$ cat src/rtl/acc_alu_unit.sv
// acc_alu_unit: accumulator/B/TMP datapath with multi-function ALU, flags, XCHG sequencer and output latch
module acc_alu_unit #(
    parameter int DATA_W = 8
) (
    input  logic              clk,
    input  logic              reset,
    input  logic              op_valid,
    output logic              op_ready,
    input  logic [3:0]        opcode,
    input  logic [DATA_W-1:0] operand,
    output logic              done,
    output logic              err,
    output logic [DATA_W-1:0] acc_out,
    output logic [DATA_W-1:0] b_out,
    output logic [DATA_W-1:0] out_data,
    output logic              out_valid,
    output logic              carry,
    output logic              zero
);
    localparam logic [3:0] OP_ADD = 4'h1, OP_SUB = 4'h2, OP_XCHG = 4'h3, OP_MOVA = 4'h4,
                           OP_MOVB = 4'h5, OP_AND = 4'h6, OP_OR = 4'h7, OP_XOR = 4'h8,
                           OP_ADC = 4'h9, OP_SBB = 4'hA, OP_INC = 4'hB, OP_DEC = 4'hC,
                           OP_CMP = 4'hD, OP_OUT = 4'hE, OP_RSV = 4'hF;

    typedef enum logic [1:0] {IDLE, EXEC, XCH1, XCH2} state_t;

    state_t              state, state_nx;
    logic [3:0]          op_q;
    logic [DATA_W-1:0]   opd_q, tmp;
    logic [DATA_W:0]     ax, bx, cx, one, res;
    logic                wr_a, wr_f;

    // Operands extended by one bit so bit DATA_W carries the carry/borrow
    assign ax       = {1'b0, acc_out};
    assign bx       = {1'b0, b_out};
    assign cx       = {{DATA_W{1'b0}}, carry};
    assign one      = {{DATA_W{1'b0}}, 1'b1};
    assign op_ready = (state == IDLE);

    always_comb begin
        res  = '0;
        wr_a = 1'b0;
        wr_f = 1'b0;
        case (op_q)
            OP_ADD:  begin res = ax + bx;            wr_a = 1'b1; wr_f = 1'b1; end
            OP_SUB:  begin res = ax - bx;            wr_a = 1'b1; wr_f = 1'b1; end
            OP_AND:  begin res = ax & bx;            wr_a = 1'b1; wr_f = 1'b1; end
            OP_OR:   begin res = ax | bx;            wr_a = 1'b1; wr_f = 1'b1; end
            OP_XOR:  begin res = ax ^ bx;            wr_a = 1'b1; wr_f = 1'b1; end
            OP_ADC:  begin res = ax + bx + cx;       wr_a = 1'b1; wr_f = 1'b1; end
            OP_SBB:  begin res = ax - bx - cx;       wr_a = 1'b1; wr_f = 1'b1; end
            OP_INC:  begin res = ax + one;           wr_a = 1'b1; wr_f = 1'b1; end
            OP_DEC:  begin res = ax - one;           wr_a = 1'b1; wr_f = 1'b1; end
            OP_CMP:  begin res = ax - bx;                         wr_f = 1'b1; end
            OP_MOVA: begin res = {1'b0, opd_q};      wr_a = 1'b1;              end
            default: ;
        endcase
    end

    always_comb begin
        state_nx = state;
        case (state)
            IDLE: if (op_valid) state_nx = (opcode == OP_XCHG) ? XCH1 : EXEC;
            EXEC: state_nx = IDLE;
            XCH1: state_nx = XCH2;
            XCH2: state_nx = IDLE;
        endcase
    end

    always_ff @(posedge clk or negedge reset) begin
        if (!reset) begin
            state     <= IDLE;
            op_q      <= '0;
            opd_q     <= '0;
            acc_out   <= '0;
            b_out     <= '0;
            tmp       <= '0;
            out_data  <= '0;
            carry     <= 1'b0;
            zero      <= 1'b0;
            done      <= 1'b0;
            err       <= 1'b0;
            out_valid <= 1'b0;
        end else begin
            state     <= state_nx;
            done      <= 1'b0;
            err       <= 1'b0;
            out_valid <= 1'b0;
            if (op_valid && op_ready) begin
                op_q  <= opcode;
                opd_q <= operand;
            end
            if (state == EXEC) begin
                done <= (op_q != OP_RSV);
                err  <= (op_q == OP_RSV);
                if (wr_a) acc_out <= res[DATA_W-1:0];
                if (wr_f) begin
                    carry <= res[DATA_W];
                    zero  <= (res[DATA_W-1:0] == '0);
                end
                if (op_q == OP_MOVB) b_out <= acc_out;
                if (op_q == OP_OUT) begin
                    out_data  <= acc_out;
                    out_valid <= 1'b1;
                end
            end
            if (state == XCH1) begin
                tmp     <= acc_out;
                acc_out <= b_out;
            end
            if (state == XCH2) begin
                b_out <= tmp;
                done  <= 1'b1;
            end
        end
    end
endmodule

$ cat config.mk
export PLATFORM = sky130hd
export DESIGN_NAME = acc_alu_unit
export DESIGN_NICKNAME = d
export VERILOG_FILES = /design/src/rtl/acc_alu_unit.sv
export SDC_FILE = /design/constraint.sdc
export NUM_CORES = 1
export LEC_CHECK = 0
export ABC_AREA = 1
export CORE_ASPECT_RATIO = 1.2
export CORE_MARGIN = 2
export CORE_UTILIZATION = 40
export CTS_BUF_LIST = sky130_fd_sc_hd__clkbuf_8
export DETAILED_ROUTE_END_ITERATION = 6
export GPL_ROUTABILITY_DRIVEN = 0
export GPL_TIMING_DRIVEN = 0
export HOLD_SLACK_MARGIN = 0.1
export SETUP_SLACK_MARGIN = 0.4
export SYNTH_ARGS = -nofsm -noshare
export SYNTH_HDL_FRONTEND = slang
export SYNTH_SLANG_ARGS = --single-unit
$ cat constraint.sdc
create_clock -name clk -period 3.2 [get_ports clk]
set_clock_uncertainty 0.15 [all_clocks]
set_input_delay 0.48 -clock clk [delete_from_list [all_inputs] [get_ports clk]]
set_output_delay 0.48 -clock clk [all_outputs]
set_load 0.01 [all_outputs]
==> impl_metrics.csv <==
group,metric,value,unit
logic_synthesis,synth_cells,686,
layout,design_area,0.00558,sq mm
drt,wirelength,15200,microns
clock_tree,cts.path.max_buffers,2,
floorplan,num_io_pins,45,
clock_tree,cts_buffers,5,
worst_setup_path,max_stage_delay,0.47,ns
floorplan,dieArea,0.0119,sq mm
drt,viasPerCell,5.44,
hold_path,hold_class,"reg -> reg",
sta,fmax,366,MHz
worst_setup_path,path_max_fanout,4,
drt,wl_per_cell,16.8,microns
worst_setup_path,crit_chain,"clkinv_4 -> buf_4 -> buf_4 -> fa_1 -> inv_1 -> nand3_1 -> nand2_1 -> nand2_1 -> nand3_1 -> nand2_1 -> nor2_1 -> nand2_1 -> nor3_1 -> o22ai_1",
drt,first_pass_iters,7,
logic_synthesis,yosysSeqAreaShare,28.9,%
sta,slew_violations,0,
worst_setup_path,path_buf_inv,4,
run,maxCapViolations,0,
sta,hold_viol,0,
layout,layout.cells.non_filler,900,
drt,num_vias,4896,
worst_setup_path,endpoint_kind,"register",
sta,setup_violations,0,
floorplan,rows,42,
power_and_ir_drop,report.power.total,5.63,mW
layout,post-route-util,51.3,%
power_and_ir_drop,p_leak,2.70,nW
sta,fin_ws,0.469,ns
sta,holdWs,0.347,ns
placed_design,place_area,0.00504,sq mm
placed_design,place_ws,0.0277,ns
worst_setup_path,start_kind,"register",
clock_tree,worstSkewPairLatency,0.33,ns
clock_tree,cts_root_buf,"clkbuf_8",
status,status,"complete, no violations",
placed_design,port-buffer-count,44,
sta,timing.final.crit_share,85.3,%
logic_synthesis,syn_area_per_cell,6.44,sq um
worst_setup_path,crit_path_frequent_cell,"nand2_1",
sta,relSlewSlack,59.4,%
worst_setup_path,criticalPathCategory,"reg -> reg",
clock_tree,path_clk_slew,0.11,ns
drt,ant_nets,0,
floorplan,chipHeight,119,microns
global_routing,grt_max_degree,30,
worst_setup_path,crit_arrival,2.78,ns
clock_tree,cts_tree,"built",
layout,final_common_cell,"nand2_1",
placed_design,dp_cells,863,
layout,layout.nets,825,
sta,fin_tns_setup,0,ns
power_and_ir_drop,power_density,1010,mW/mm^2
sta,tightest_slew,0.607,ns
worst_setup_path,cp_data_required_time,3.25,ns
floorplan,core,0.0109,sq mm
drt,drc_errors,0,
layout,nFillCells,1077,
logic_synthesis,ys_types,32,
worst_setup_path,cp_slowest_cell,"dfrtp_2",
logic_synthesis,synth_nets,744,
layout,most-common-layout-cells,"nand2_1, nand3_1, inv_1",
logic_synthesis,yosysWarnings,0,
clock_tree,htreeDepth,2,
placed_design,dp_hpwl,11700,microns
global_routing,overflow,0,
layout,drive_gt1_share,16.1,%
floorplan,start_util,40.6,%
global_routing,grt_antenna_before_repair,0,
sta,min_period,2.73,ns
global_routing,grt_pass1_wl,23700,microns
floorplan,chipWidth,99.9,microns
logic_synthesis,post_synth_instance_area,0.00442,sq mm
global_routing,grt_usage,25.5,%
drt,first_iter_violations,324,
global_routing,grt_pass1_vias,4600,
layout,area_growth_syn_to_layout,26.4,%
worst_setup_path,crit_family,"simple AND/OR/NAND/NOR gates",
power_and_ir_drop,ir_worst_vdd,0.000380,V
clock_tree,cts.sinks,51,
sta,rsz0062_at_grt,"true",
layout,diodes,0,
logic_synthesis,ys_ff_latch,51,
## report_power, final
part           switching [mW]  internal [mW]
Combinational            2.63           1.47
Sequential              0.218          0.892
Clock                   0.252          0.163
## registers in the layout, summed over array words and instances (netlist names), 2 cells and up
| signal | count |
|---|---|
| b_out | 8 |
| op_q | 4 |
| opd_q | 8 |
| acc_out | 8 |
| state | 2 |
| out_data | 8 |
| tmp | 8 |
## kinds of logic (layout without fill, tap and decap cells)
family	Yosys count	after routing	synth area share [%]
flops	51	51	28.9
buf+inv	97	179	8.50
fa+ha+maj	43	43	12.7
simple gates	390	390	36.7
compound gates	105	105	13.2
## synthesized netlist by cell type, drive strengths merged
master | n | area share [%]
a21o | 1 | 0.17
a21oi | 33 | 3.8
a31oi | 1 | 0.14
buf | 4 | 0.59
clkbuf | 8 | 0.68
clkinv | 1 | 0.085
dfrtp | 51 | 29
fa | 3 | 1.4
ha | 40 | 11
inv | 84 | 7.1
nand2 | 229 | 20
nand3 | 65 | 7.4
nand3b | 3 | 0.51
nand4 | 11 | 1.6
nor2 | 73 | 6.5
nor3 | 4 | 0.45
nor4 | 1 | 0.14
o2111ai | 1 | 0.20
o211ai | 11 | 1.9
o21a | 1 | 0.17
o21ai | 47 | 5.3
o21bai | 2 | 0.34
o221ai | 1 | 0.20
o22ai | 7 | 0.99
or2 | 4 | 0.57
## layer usage
metal	vias up	wire length, microns	track usage [%]
met5	-	0	0
met4	0	546	12.2
met3	30	858	3.17
met2	178	7230	40.8
met1	2295	6520	34.2
li1	2393	-	-
## timing repair
action,CTS,global route
hold buffers,1,0
pin swaps,0,14
endpoints found under the hold margin,22,0
setup endpoints to repair,7,7
setup buffers,6,22
resized for setup,18,63
## area by class of cell
cell class	count	area, sq um	area share, %
clock buffers	5	68.8	1.23
multi-input cells	538	2960	53.0
clock inverters	3	27.5	0.493
plain buffers	12	63.8	1.14
flip-flops and latches	51	1290	23.1
inverters	85	334	5.98
repair buffers	74	676	12.1
well taps	132	165	2.96
## worst min-delay path, cell delays in order, from the launching register on
cell     delay, ns
dfrtp_1       0.36
nand2_1       0.06
nand2_1       0.06
## worst paths after layout
path | start | endpoint | slack [ns] | cells after the start
max | acc_out[0] | acc_out[4] | 0.47 | 14
max in group asynchronous | reset | zero | 1.82 | 3
min in group asynchronous | reset | tmp[5] | 0.51 | 2
min | opd_q[4] | opd_q[4] | 0.35 | 2
min reg2reg | opd_q[4] | opd_q[4] | 0.35 | 2
max reg2reg | acc_out[0] | acc_out[4] | 0.47 | 14
Note: power is estimated with default switching activity, not from simulation.
